==> src/rtl/fetch_stage.sv <==
// -----------------------------------------------------------------------------
// fetch_stage
//
// Instruction fetch stage with the IF/ID pipeline register.
//   * Holds the fetch PC and issues at most one outstanding read to a
//     variable-latency instruction memory.
//   * Returned words are buffered together with their PC in a small
//     prefetch FIFO (BUF_DEPTH entries, power of two, >= 2).
//   * The IF/ID register pops the FIFO when decode is not stalled.
//   * An execute-stage redirect (pcsrcE) overrides everything: it reloads
//     the fetch PC, flushes the FIFO and the IF/ID register, and causes any
//     read still in flight to be discarded when it returns.
//
// Configuration macro:
//   FETCH_BUBBLE_NOP_EN  defined   -> bubble instruction is 32'h0000_0013
//                                     (addi x0,x0,0)
//                        undefined -> bubble instruction is 32'h0000_0000
//
// Ports:
//   clk          in   1   clock, all state on rising edge
//   rst_n        in   1   asynchronous active-low reset
//   imem_req     out  1   one-cycle read request pulse
//   imem_addr    out  32  read address, valid while imem_req=1
//   imem_valid   in   1   read response strobe
//   imem_rdata   in   32  read data, valid with imem_valid
//   stallD       in   1   decode stall: hold IF/ID outputs
//   pcsrcE       in   1   redirect request from execute
//   pctargetE    in   32  redirect target
//   instrD       out  32  instruction to decode
//   pcD          out  32  PC of instrD
//   pcplusfourD  out  32  pcD + 4
//   validD       out  1   instrD holds a real fetched instruction
// -----------------------------------------------------------------------------
module fetch_stage #(
    parameter logic [31:0] RESET_PC  = 32'h0000_0000,
    parameter int          BUF_DEPTH = 2
) (
    input  logic        clk,
    input  logic        rst_n,
    output logic        imem_req,
    output logic [31:0] imem_addr,
    input  logic        imem_valid,
    input  logic [31:0] imem_rdata,
    input  logic        stallD,
    input  logic        pcsrcE,
    input  logic [31:0] pctargetE,
    output logic [31:0] instrD,
    output logic [31:0] pcD,
    output logic [31:0] pcplusfourD,
    output logic        validD
);

`ifdef FETCH_BUBBLE_NOP_EN
    localparam logic [31:0] BUBBLE = 32'h0000_0013;
`else
    localparam logic [31:0] BUBBLE = 32'h0000_0000;
`endif

    localparam int PTR_W = $clog2(BUF_DEPTH);
    localparam int CNT_W = PTR_W + 1;
    localparam logic [CNT_W-1:0] FULL_CNT = CNT_W'(BUF_DEPTH);

    typedef enum logic [1:0] {
        S_IDLE = 2'd0,
        S_WAIT = 2'd1,
        S_DROP = 2'd2
    } state_t;

    state_t state_reg, state_next;

    logic [31:0]      fetch_pc_reg;
    logic [31:0]      issued_pc_reg;
    logic [PTR_W-1:0] wr_ptr_reg, rd_ptr_reg;
    logic [CNT_W-1:0] count_reg, count_next;

    // Each FIFO entry is {pc, instruction}.
    logic [63:0]      fifo_mem [BUF_DEPTH];
    logic [63:0]      head;

    logic             issue;
    logic             push;
    logic             pop;

    logic             valid_d_reg;
    logic [31:0]      instr_d_reg;
    logic [31:0]      pc_d_reg;
    logic [31:0]      pc4_d_reg;

    // -------------------------------------------------------------------------
    // Fetch FSM
    // -------------------------------------------------------------------------
    always_ff @(posedge clk or negedge rst_n) begin
        if (!rst_n) begin
            state_reg <= S_IDLE;
        end else begin
            state_reg <= state_next;
        end
    end

    always_comb begin
        state_next = state_reg;
        issue      = 1'b0;
        push       = 1'b0;
        case (state_reg)
            S_IDLE: begin
                // Registered count is used, so a full FIFO can never be
                // overrun by the single outstanding read.
                if (!pcsrcE && (count_reg < FULL_CNT)) begin
                    issue      = 1'b1;
                    state_next = S_WAIT;
                end
            end
            S_WAIT: begin
                if (imem_valid) begin
                    // A redirect in the same cycle kills the returning word.
                    push       = !pcsrcE;
                    state_next = S_IDLE;
                end else if (pcsrcE) begin
                    state_next = S_DROP;
                end
            end
            S_DROP: begin
                if (imem_valid) begin
                    state_next = S_IDLE;
                end
            end
            default: state_next = S_IDLE;
        endcase
    end

    // The FSM resets into IDLE, which would otherwise show a request while
    // rst_n is still held low.
    assign imem_req  = issue & rst_n;
    assign imem_addr = fetch_pc_reg;

    // -------------------------------------------------------------------------
    // Fetch PC and PC of the outstanding read
    // -------------------------------------------------------------------------
    always_ff @(posedge clk or negedge rst_n) begin
        if (!rst_n) begin
            fetch_pc_reg  <= RESET_PC;
            issued_pc_reg <= '0;
        end else begin
            if (pcsrcE) begin
                fetch_pc_reg <= pctargetE;
            end else if (issue) begin
                fetch_pc_reg <= fetch_pc_reg + 32'd4;
            end
            if (issue) begin
                issued_pc_reg <= fetch_pc_reg;
            end
        end
    end

    // -------------------------------------------------------------------------
    // Prefetch FIFO
    // -------------------------------------------------------------------------
    assign pop        = !pcsrcE && !stallD && (count_reg != '0);
    assign count_next = count_reg + CNT_W'(push) - CNT_W'(pop);
    assign head       = fifo_mem[rd_ptr_reg];

    always_ff @(posedge clk or negedge rst_n) begin
        if (!rst_n) begin
            wr_ptr_reg <= '0;
            rd_ptr_reg <= '0;
            count_reg  <= '0;
        end else if (pcsrcE) begin
            wr_ptr_reg <= '0;
            rd_ptr_reg <= '0;
            count_reg  <= '0;
        end else begin
            // Pointers wrap naturally because BUF_DEPTH is a power of two.
            if (push) begin
                wr_ptr_reg <= wr_ptr_reg + PTR_W'(1);
            end
            if (pop) begin
                rd_ptr_reg <= rd_ptr_reg + PTR_W'(1);
            end
            count_reg <= count_next;
        end
    end

    // Storage has no reset; entries are only read once written.
    always_ff @(posedge clk) begin
        if (push) begin
            fifo_mem[wr_ptr_reg] <= {issued_pc_reg, imem_rdata};
        end
    end

    // -------------------------------------------------------------------------
    // IF/ID register
    // -------------------------------------------------------------------------
    always_ff @(posedge clk or negedge rst_n) begin
        if (!rst_n) begin
            valid_d_reg <= 1'b0;
            instr_d_reg <= BUBBLE;
            pc_d_reg    <= '0;
            pc4_d_reg   <= '0;
        end else if (pcsrcE) begin
            // Redirect wins over stallD; pcD/pcplusfourD are don't-care
            // while validD=0 and simply hold.
            valid_d_reg <= 1'b0;
            instr_d_reg <= BUBBLE;
        end else if (!stallD) begin
            if (pop) begin
                valid_d_reg <= 1'b1;
                instr_d_reg <= head[31:0];
                pc_d_reg    <= head[63:32];
                pc4_d_reg   <= head[63:32] + 32'd4;
            end else begin
                valid_d_reg <= 1'b0;
                instr_d_reg <= BUBBLE;
            end
        end
    end

    assign validD      = valid_d_reg;
    assign instrD      = instr_d_reg;
    assign pcD         = pc_d_reg;
    assign pcplusfourD = pc4_d_reg;

endmodule
==> config.mk <==
export PLATFORM = sky130hd
export DESIGN_NAME = fetch_stage
export DESIGN_NICKNAME = d
export VERILOG_FILES = /design/src/rtl/fetch_stage.sv
export SDC_FILE = /design/constraint.sdc
export NUM_CORES = 1
export LEC_CHECK = 0
export CORE_MARGIN = 5
export CORE_UTILIZATION = 57
export CTS_BUF_LIST = sky130_fd_sc_hd__clkbuf_16
export CTS_CLUSTER_SIZE = 40
export DETAILED_ROUTE_END_ITERATION = 6
export GPL_ROUTABILITY_DRIVEN = 0
export HOLD_SLACK_MARGIN = 0.06
export PLACE_DENSITY_LB_ADDON = 0.2
export SLEW_MARGIN = 20
export SYNTH_ARGS = -nofsm -noshare
export SYNTH_HDL_FRONTEND = slang
export SYNTH_SLANG_ARGS = --single-unit
export TNS_END_PERCENT = 50
==> constraint.sdc <==
create_clock -name clk -period 8.3 [get_ports clk]
set_input_delay 1.66 -clock clk [delete_from_list [all_inputs] [get_ports clk]]
set_output_delay 1.66 -clock clk [all_outputs]
set_load 0.005 [all_outputs]
==> out/results.tsv <==
stage	metric	value	unit
timing	fin_crit_sh	0.6035	
timing	period_minus_slack	5.009	ns
clock_network	holdBufCountCts	0	
grt	grt.total_usage	0.2259	
logic_synthesis	synthArstFlopShare	0.5631	
place	dp_hpwl	18300	um
setup_path	worstPathRequired	6.64	ns
setup_path	arrival	3.35	ns
clock_network	clk_pin_slew	0.06	ns
grt	grt_pass1_wl	44640	um
logic_synthesis	yosysSeqAreaShare	0.6591	
power	p_per_area	257.1	nW/um^2
clock_network	cts_setup_buffers	0	
timing	worst_slew_pin_slew	0.8993	ns
logic_synthesis	postSynthAreaPerCell	11.86	sq um
power	ir_drop	0.1634	mV
logic_synthesis	synth_nets	1093	
floorplanning	die_h	155.7	um
finish	nets	1279	
setup_path	crit_buf_inv	3	
route	drtAntennaViolNets	0	
timing	slew-limit-headroom	0.4005	
place	io_buffers	198	
route	drt_pass1_iterations	5	
power	sw_frac_of_total	0.2606	
logic_synthesis	synth_area	12100	sq um
clock_network	cts_max_path_buffers	3	
min_path	min_path_cells	0	
logic_synthesis	ys_types	55	
logic_synthesis	synth_ff_type	dfrtp_1	
timing	final.setup.tns	0	ns
logic_synthesis	synth_area_leaders	dfrtp_1 34%, edfxtp_1 32%, nand2_1 7.5%	
setup_path	max_stage_delay	0.51	ns
setup_path	cp-end-kind	primary output	
setup_path	critical_path_class	in2out	
setup_path	critPathTopFamily	buffers and inverters	
setup_path	path_common_cell	clkdlybuf4s50_1	
timing	fin_skew	0.009021	ns
power	p_leak	0.005952	uW
finish	antenna_cells_inserted	0	
timing	hold_viol	0	
clock_network	numCtsBuffers	29	
min_path	hold_path.class	reg2reg	
grt	grt_pass1_vias	8429	
setup_path	path_depth	5	
setup_path	slowest_stage	clkdlybuf4s50_1	
power	p_seq_frac	0.499	
finish	regMostFlops	fifo_mem	
floorplanning	num_io_pins	199	
route	post_drt_wl_per_cell	18.18	um
clock_network	cts_sinks	293	
logic_synthesis	ys_warn_count	0	
timing	rsz0062_at_grt	false	
power	p_int	2882	uW
logic_synthesis	yosysTopAreaCell	dfrtp_1	
setup_path	critPathLaunchType	input pin	
grt	overflow	0	
route	route.detailed.drc	0	
route	vias_per_cell	5.684	
power	switchingPower	1016	uW
route	drt-total-wl	27320	um
setup_path	cp_max_fo	46	
logic_synthesis	yosys_register_bits	293	
clock_network	htree_levels	1	
logic_synthesis	syn_inst	1020	
place	placedCellCount	1450	
clock_network	cts_resized	0	
setup_path	crit_chain	clkdlybuf4s50_1 -> buf_4 -> nor4_2 -> and2_1 -> clkdlybuf4s50_1	
floorplanning	core-area	20960	sq um
finish	stdcell_count	1503	
floorplanning	dieArea	24230	sq um
clock_network	clockRootBuffer	clkbuf_16	
finish	drive_above_1_share	0.05782	
timing	drv_slew	0	
clock_network	clock_latency	0.53	ns
run	cap_violations	0	
finish	area_growth	25.33	%
floorplanning	chipWidth	155.7	um
route	via_count	8543	
grt	grt_antenna_before_repair	0	
setup_path	r2r_setup_slack	4.80	ns
outcome	status	finished clean	
route	drt_iter0_drc	584	
logic_synthesis	netlist.area_leader.share	0.3414	
timing	setup_viol	0	
setup_path	r2r_cells	6	
timing	max_freq	199.6	MHz
finish	largest_reg_flops	128	
floorplanning	num_rows	53	
power	clkPwrFrac	0.300	
finish	nFillCells	1477	
floorplanning	initial_core_util	0.5772	
finish	fin_util	0.7234	
logic_synthesis	synth_edf_count	128	
grt	grt_max_degree	95	
clock_network	cts_tree	done	
power	combPwrFrac	0.201	
## metal layers
metal | GRT usage | vias up | wire, um
met1 | 0.3453 | 4121 | 12370
li1 | - | 4054 | -
met3 | 0.03301 | 36 | 1922
met4 | 0.05586 | 0 | 492
met2 | 0.3468 | 332 | 12540
met5 | 0 | - | 0
## power groups by stage
stage | Combinational (uW) | Clock (uW) | Sequential [uW]
5_1_grt | 861 | 1250 | 1980
3_3_place_gp | 771 | 0 | 1960
3_5_place_dp | 790 | 0 | 1970
2_1_floorplan | 295 | 0 | 1930
4_1_cts | 797 | 1190 | 1950
6_report | 784 | 1170 | 1950
## final timing paths
kind	startpoint	endpoint
max in group asynchronous	rst_n	rd_ptr_reg
worst max register to register	rd_ptr_reg	pcplusfourD[31]
min in group asynchronous	rst_n	instrD[26]
worst min-delay path	issued_pc_reg[28]	fifo_mem[1][60]
worst min register to register	issued_pc_reg[28]	fifo_mem[1][60]
worst max-delay path	pcsrcE	imem_req
## cell usage after synthesis, drive strengths merged, types with 4 or more instances
master and count:
edfxtp 128, nor3 12, nand3 45, dfrtp 165
nand2 243, and3 5, mux2 10, xnor2 10
or3 10, xor2 8, o21ai 84, o31ai 9
a21oi 8, o311ai 16, nor4 6, o211ai 16
nand3b 8, a22oi 6, clkbuf 38, nor2 29
buf 17, inv 8, nand2b 4, ha 4
mux2i 60, nand4 15, a21o 7, a21boi 5
## area by class of cell
| cell class | instances | area, sq um | share of cell area |
|---|---|---|---|
| Clock buffer | 29 | 725.7 | 0.04787 |
| Clock inverter | 24 | 126.4 | 0.008336 |
| Inverter | 8 | 30.03 | 0.001981 |
| Multi-Input combinational cell | 664 | 3884 | 0.2562 |
| Sequential cell | 293 | 7976 | 0.5262 |
| Tap cell | 275 | 344.1 | 0.02270 |
| Timing Repair Buffer | 210 | 2073 | 0.1368 |
## cells in the final DEF (no fill, tap or decap), types with 9 or more instances in the layout
master,synthesis,routed
nand4_1,13,13
nand3_1,45,45
or3_1,10,9
dfrtp_1,165,164
mux2i_1,60,60
o211ai_1,16,16
inv_1,8,19
nand2_1,243,243
o31ai_1,9,9
o21ai_0,84,84
buf_4,2,12
mux2_2,10,10
nor3_1,12,12
nor2_1,29,27
edfxtp_1,128,128
xnor2_1,10,10
clkdlybuf4s50_1,0,197
o311ai_0,16,16
clkinv_1,0,9
clkbuf_16,0,29
## metrics by stage
| stage | power, uW | instance area [sq um] | hold slack [ns] | setup slack (ns) |
|---|---|---|---|---|
| detailed placement | 2761 | 14310 | 0.4547 | 3.290 |
| global placement | 2726 | 14310 | 0.4474 | 3.353 |
| global route | 4093 | 15160 | 0.4853 | 3.221 |
| CTS | 3934 | 15160 | 0.4660 | 3.283 |
| floorplan | 2228 | 12100 | 0.4419 | 2.901 |
| finish | 3898 | 15160 | 0.4664 | 3.291 |
## logic make-up (layout without fill, tap and decap cells)
group,after synthesis,in the layout,synth area share
compound gates,179,179,0.09683
xor+xnor,18,18,0.01303
fa+ha+maj,4,4,0.004138
buf+inv,63,271,0.02224
flops,293,293,0.6591
mux,70,70,0.05896
simple gates,393,393,0.1457
Power figures use the tool's default switching activity.
==> RTL edit 1, RTL diff (same settings) <==
Encoding of `state_t`: now one-hot (3 bits for 3 states).
--- a/src/rtl/fetch_stage.sv
+++ b/src/rtl/fetch_stage.sv
@@ -60,10 +60,10 @@
     localparam int CNT_W = PTR_W + 1;
     localparam logic [CNT_W-1:0] FULL_CNT = CNT_W'(BUF_DEPTH);
 
-    typedef enum logic [1:0] {
-        S_IDLE = 2'd0,
-        S_WAIT = 2'd1,
-        S_DROP = 2'd2
+    typedef enum logic [2:0] {
+        S_IDLE = 3'b001,
+        S_WAIT = 3'b010,
+        S_DROP = 3'b100
     } state_t;
 
     state_t state_reg, state_next;
Function: no difference found for any inputs over 4 cycles, from zero or initial values and one cycle with rst_n low; so few cycles prove little.
==> RTL edit 1 against the original RTL <==
- count of clock-buffer cells in the layout unchanged
- highest routed layer unchanged
- largest cell class unchanged
- maximum frequency up 8.9%
- wire length is 1.7% higher
- sequential power rose by 4%
- global-route usage rose by 0.20 points
- design area up 0.64%
- worst setup slack improved by 410 ps
- synthesized cell count is essentially flat
- via count shrank 0.73%
- cell count stayed put
- sequential cell count up 1
- largest power group unchanged
- combinational power is 0.6% higher
- synthesized area grew 0.94%
- critical path type unchanged
- total power grew 3.4%
==> RTL edit 1: results (changes against the original RTL) <==
number of global-route vias before repair 8,404 (-0.30%); share of cells above drive strength 1 6.352% (+0.57 points); Max IR drop VDD 0.1845 mV (+13%); DRT Wirelength 27,780 um (+1.7%); outcome completed; post-synth cell types 66 (+20%); DP Wirelength 18,880 um (+3.2%); RR Endpoint pcplusfourD[27]; # fillers 1,494 (+1.2%); top cells by area, synth dfrtp_1 34%, edfxtp_1 31%, nand2_1 7.2%; Async S/R FF share, synth 56.46% (+0.15 points); DR WL met2 12,750 um (+1.6%); crit-path max FO 50 (+8.7%); met3 WL 1949 um (+1.4%); R2R Setup Slk 5200 ps (+400 ps); Leak Pwr 5.994 nW (+0.72%); Worst EP arrival 2940 ps (-410 ps); Net Count, Synth 1,094 (+0.091%); actual slew at the worst max-slew pin 948.6 ps (+49.28 ps); DRT met1 WL 12,650 um (+2.3%); Largest register FFs 128 (unchanged); Top Metal Used met4; Top reg by flops fifo_mem; post-route worst setup slack 3701 ps (+410.3 ps); Vias 8,481 (-0.73%); final setup skew 9.189 ps (+0.1684 ps); Post-synth top cells 233 x nand2_1, 165 x dfrtp_1, 128 x edfxtp_1; Largest stage delay, worst path approximately 520 ps; largest net degree at the start of global routing 113 (+19%); register area share after synthesis 65.52% (-0.40 points); initial DRC count 583 (-0.17%); Hold Startpoint issued_pc_reg[13]
[RTL edit 1: cell count changes after synthesis, moves of 8 or more]
cell,unedited run,this run
xnor2_1,10,18
nand2_1,243,233
clkbuf_1,38,27
buf_2,8,17
o311ai_0,16,8
inv_1,8,17
nand3_1,45,35
[RTL edit 1: worst min-delay path by stage]
stage,end,cells past startpoint
3_5_place_dp,fifo_mem[1][45],0
4_1_cts,fifo_mem[0][62],0
2_1_floorplan,fifo_mem[0][32],0
6_report,fifo_mem[1][45],0
5_1_grt,fifo_mem[0][61],0
3_3_place_gp,fifo_mem[0][45],0
[RTL edit 1: logic make-up after synthesis]
| logic type | share of synthesized area, % |
|---|---|
| mux | 5.524 |
| buf+inv | 2.736 |
| flops | 65.52 |
| compound gates | 9.715 |
| simple gates | 14.52 |
| xor+xnor | 1.578 |
| fa+ha+maj | 0.4099 |
[RTL edit 1: area by class of cell]
| type | instances | area (um2) | area share, % |
|---|---|---|---|
| well taps | 275 | 344.1 | 2.255 |
| clock inverters | 24 | 155.1 | 1.017 |
| flip-flops and latches | 294 | 8003 | 52.45 |
| repair buffers | 208 | 2053 | 13.46 |
| clock buffers | 29 | 725.7 | 4.756 |
| multi-input cells | 656 | 3913 | 25.64 |
| inverters | 17 | 63.81 | 0.4182 |
[RTL edit 1: worst max-delay path: cells and delay by family]
family	cells	cell delay, ps
buffers and inverters	3	900
AND/OR/NAND/NOR	2	360
[RTL edit 1: per-layer routing]
layer	up-vias	global-route usage [%]
li1	4076	-
met1	4082	34.96
met2	288	34.69
met3	35	3.733
met4	0	5.372
met5	-	0
[RTL edit 1: power breakdown]
part	switching, mW	internal (mW)
Combinational	0.329	0.460
Sequential	0.211	1.82
Clock	0.521	0.692
[RTL edit 1: metrics by stage]
step,hold slack (ps),std cells,utilization [%]
floorplan,441.9,1021,-
global placement,449.0,1450,68.17
detailed placement,460.1,1450,68.17
CTS,469.2,1503,72.35
global route,480.5,1503,72.35
finish,469.9,1503,72.35
==> RTL edit 2, RTL diff (same flow settings) <==
Without the edit above. Add a define of `FETCH_BUBBLE_NOP_EN`.
--- a/src/rtl/fetch_stage.sv
+++ b/src/rtl/fetch_stage.sv
@@ -31,6 +31,8 @@
 //   pcplusfourD  out  32  pcD + 4
 //   validD       out  1   instrD holds a real fetched instruction
 // -----------------------------------------------------------------------------
+`define FETCH_BUBBLE_NOP_EN
+
 module fetch_stage #(
     parameter logic [31:0] RESET_PC  = 32'h0000_0000,
     parameter int          BUF_DEPTH = 2
Formal check against the unedited RTL: not equivalent (a bounded check fails within 4 cycles, from zero or initial values and one cycle with rst_n low).
==> RTL edit 2 against the original RTL <==
- synthesized area up 0.65%
- wire length decreased by 4.0%
- total power is 1.2% higher
- worst setup slack lost 160 ps
- global-route usage fell by 1.2 points
- cell count fell by 5.5%
- die area increased by 0.61%
- design area increased by 0.55%
- sequential cell count unchanged
- critical path type unchanged
- critical endpoint unchanged
- largest cell class unchanged
==> RTL edit 2: results (changes against the original RTL) <==
outcome completed; Leak Pwr 5.808 nW (-2.4%); Rel. slew slack 30.80% (-9.2 points); Max IR drop VDD 0.1674 mV (+2.4%); Setup WS pre-CTS 3131 ps (-158.7 ps); Vias 7,954 (-6.9%); final instance area 15,240 um2 (+0.55%); crit-path max FO 72 (+57%); Clock Power Share 30.9% (+0.9 points); Final clock-cell share 5.820% (+0.20 points); Post-synth top cells 162 x dfrtp_1, 147 x nand2_1, 128 x edfxtp_1; final setup skew 15.20 ps (+6.176 ps); initial DRC count 515 (-12%); DP Wirelength 17,880 um (-2.3%); via-per-instance ratio 5.601 (-1.5%); post-synth cell types 62 (+13%); antenna violations before repair 0 (unchanged); top cells by area, synth dfrtp_1 33%, edfxtp_1 32%, mux2i_1 4.9%; mux contribution to synthesized area 8.571% (+2.7 points); Pint 2.940 mW (+2.0%); WHS 468.8 ps (+2.320 ps); R2R Setup Slk 4590 ps (-210 ps); global routing usage on met1 32.67% (-1.9 points); Non-CTS inverters 9 (+1); number of global-route vias before repair 7,875 (-6.6%); Synth Area per Inst 13.05 um2 (+10%); Buffers excl. clock 207 (-1.4%); # fillers 1,446 (-2.1%); Worst EP arrival 3500 ps (+150 ps); met2 GRT Util 32.74% (-1.9 points); Synth Area in Adders 0.4111% (-0.0027 points); first-pass GRT wire length 42,320 um (-5.2%); area of the multi-input gates 3953 um2 (+1.8%); NonClk Buf Share 13.42% (-0.26 points); Placed Cells 1,366 (-5.8%); DRT met1 WL 12,190 um (-1.5%); M3 GR Usage 3.578% (+0.28 points); register area share after synthesis 65.52% (-0.40 points); count of multi-input gates 582 (-12%); combinational share of power 19.3% (-0.8 points); Post-Synthesis Cells 933 (-8.5%); Synth Area in XOR/XNOR 3.381% (+2.1 points); sw frac 25.46% (-0.60 points); share of cells above drive strength 1 10.74% (+5.0 points); Compound-Gate Fraction of Synth Area 7.852% (-1.8 points); Net Count, Synth 1,006 (-8.0%); total global-route track usage 21.43% (-1.2 points); Largest register FFs 128 (unchanged); crit share post-route 62.23% (+1.9 points); sequential cell area share 52.35% (-0.27 points); largest net degree at the start of global routing 124 (+31%); DRT Wirelength 26,220 um (-4.0%); DR WL met2 11,960 um (-4.7%); H-Tree Depth 1 (unchanged); met3 WL 1566 um (-19%); Cell Area, Placed 14,360 um2 (+0.34%)
RTL edit 2: cell count changes after synthesis, moves of 10 or more:
cell      before  now
nand2_1      243  147
xor2_1         8   22
nand3_1       45   21
o311ai_0      16    3
xnor2_1       10   25
mux2_2        10   39
nor2_1        29   15
buf_2          8   18
o211ai_1      16    0
o21ai_0       84  103
clkbuf_1      38   23
RTL edit 2: worst paths after layout:
kind,from,end,cells past startpoint
setup / recovery,pcsrcE,imem_req,6
hold / removal,issued_pc_reg[23],fifo_mem[0][55],0
setup reg to reg,rd_ptr_reg,pcplusfourD[22],8
hold reg to reg,issued_pc_reg[23],fifo_mem[0][55],0
max in group asynchronous,rst_n,pcD[21],2
min in group asynchronous,rst_n,imem_addr[12],1
RTL edit 2: critical path: stages:
cell	delay, ps
buf_2	100
buf_4	310
nor4_4	270
buf_4	430
and2_1	210
clkdlybuf4s50_1	500
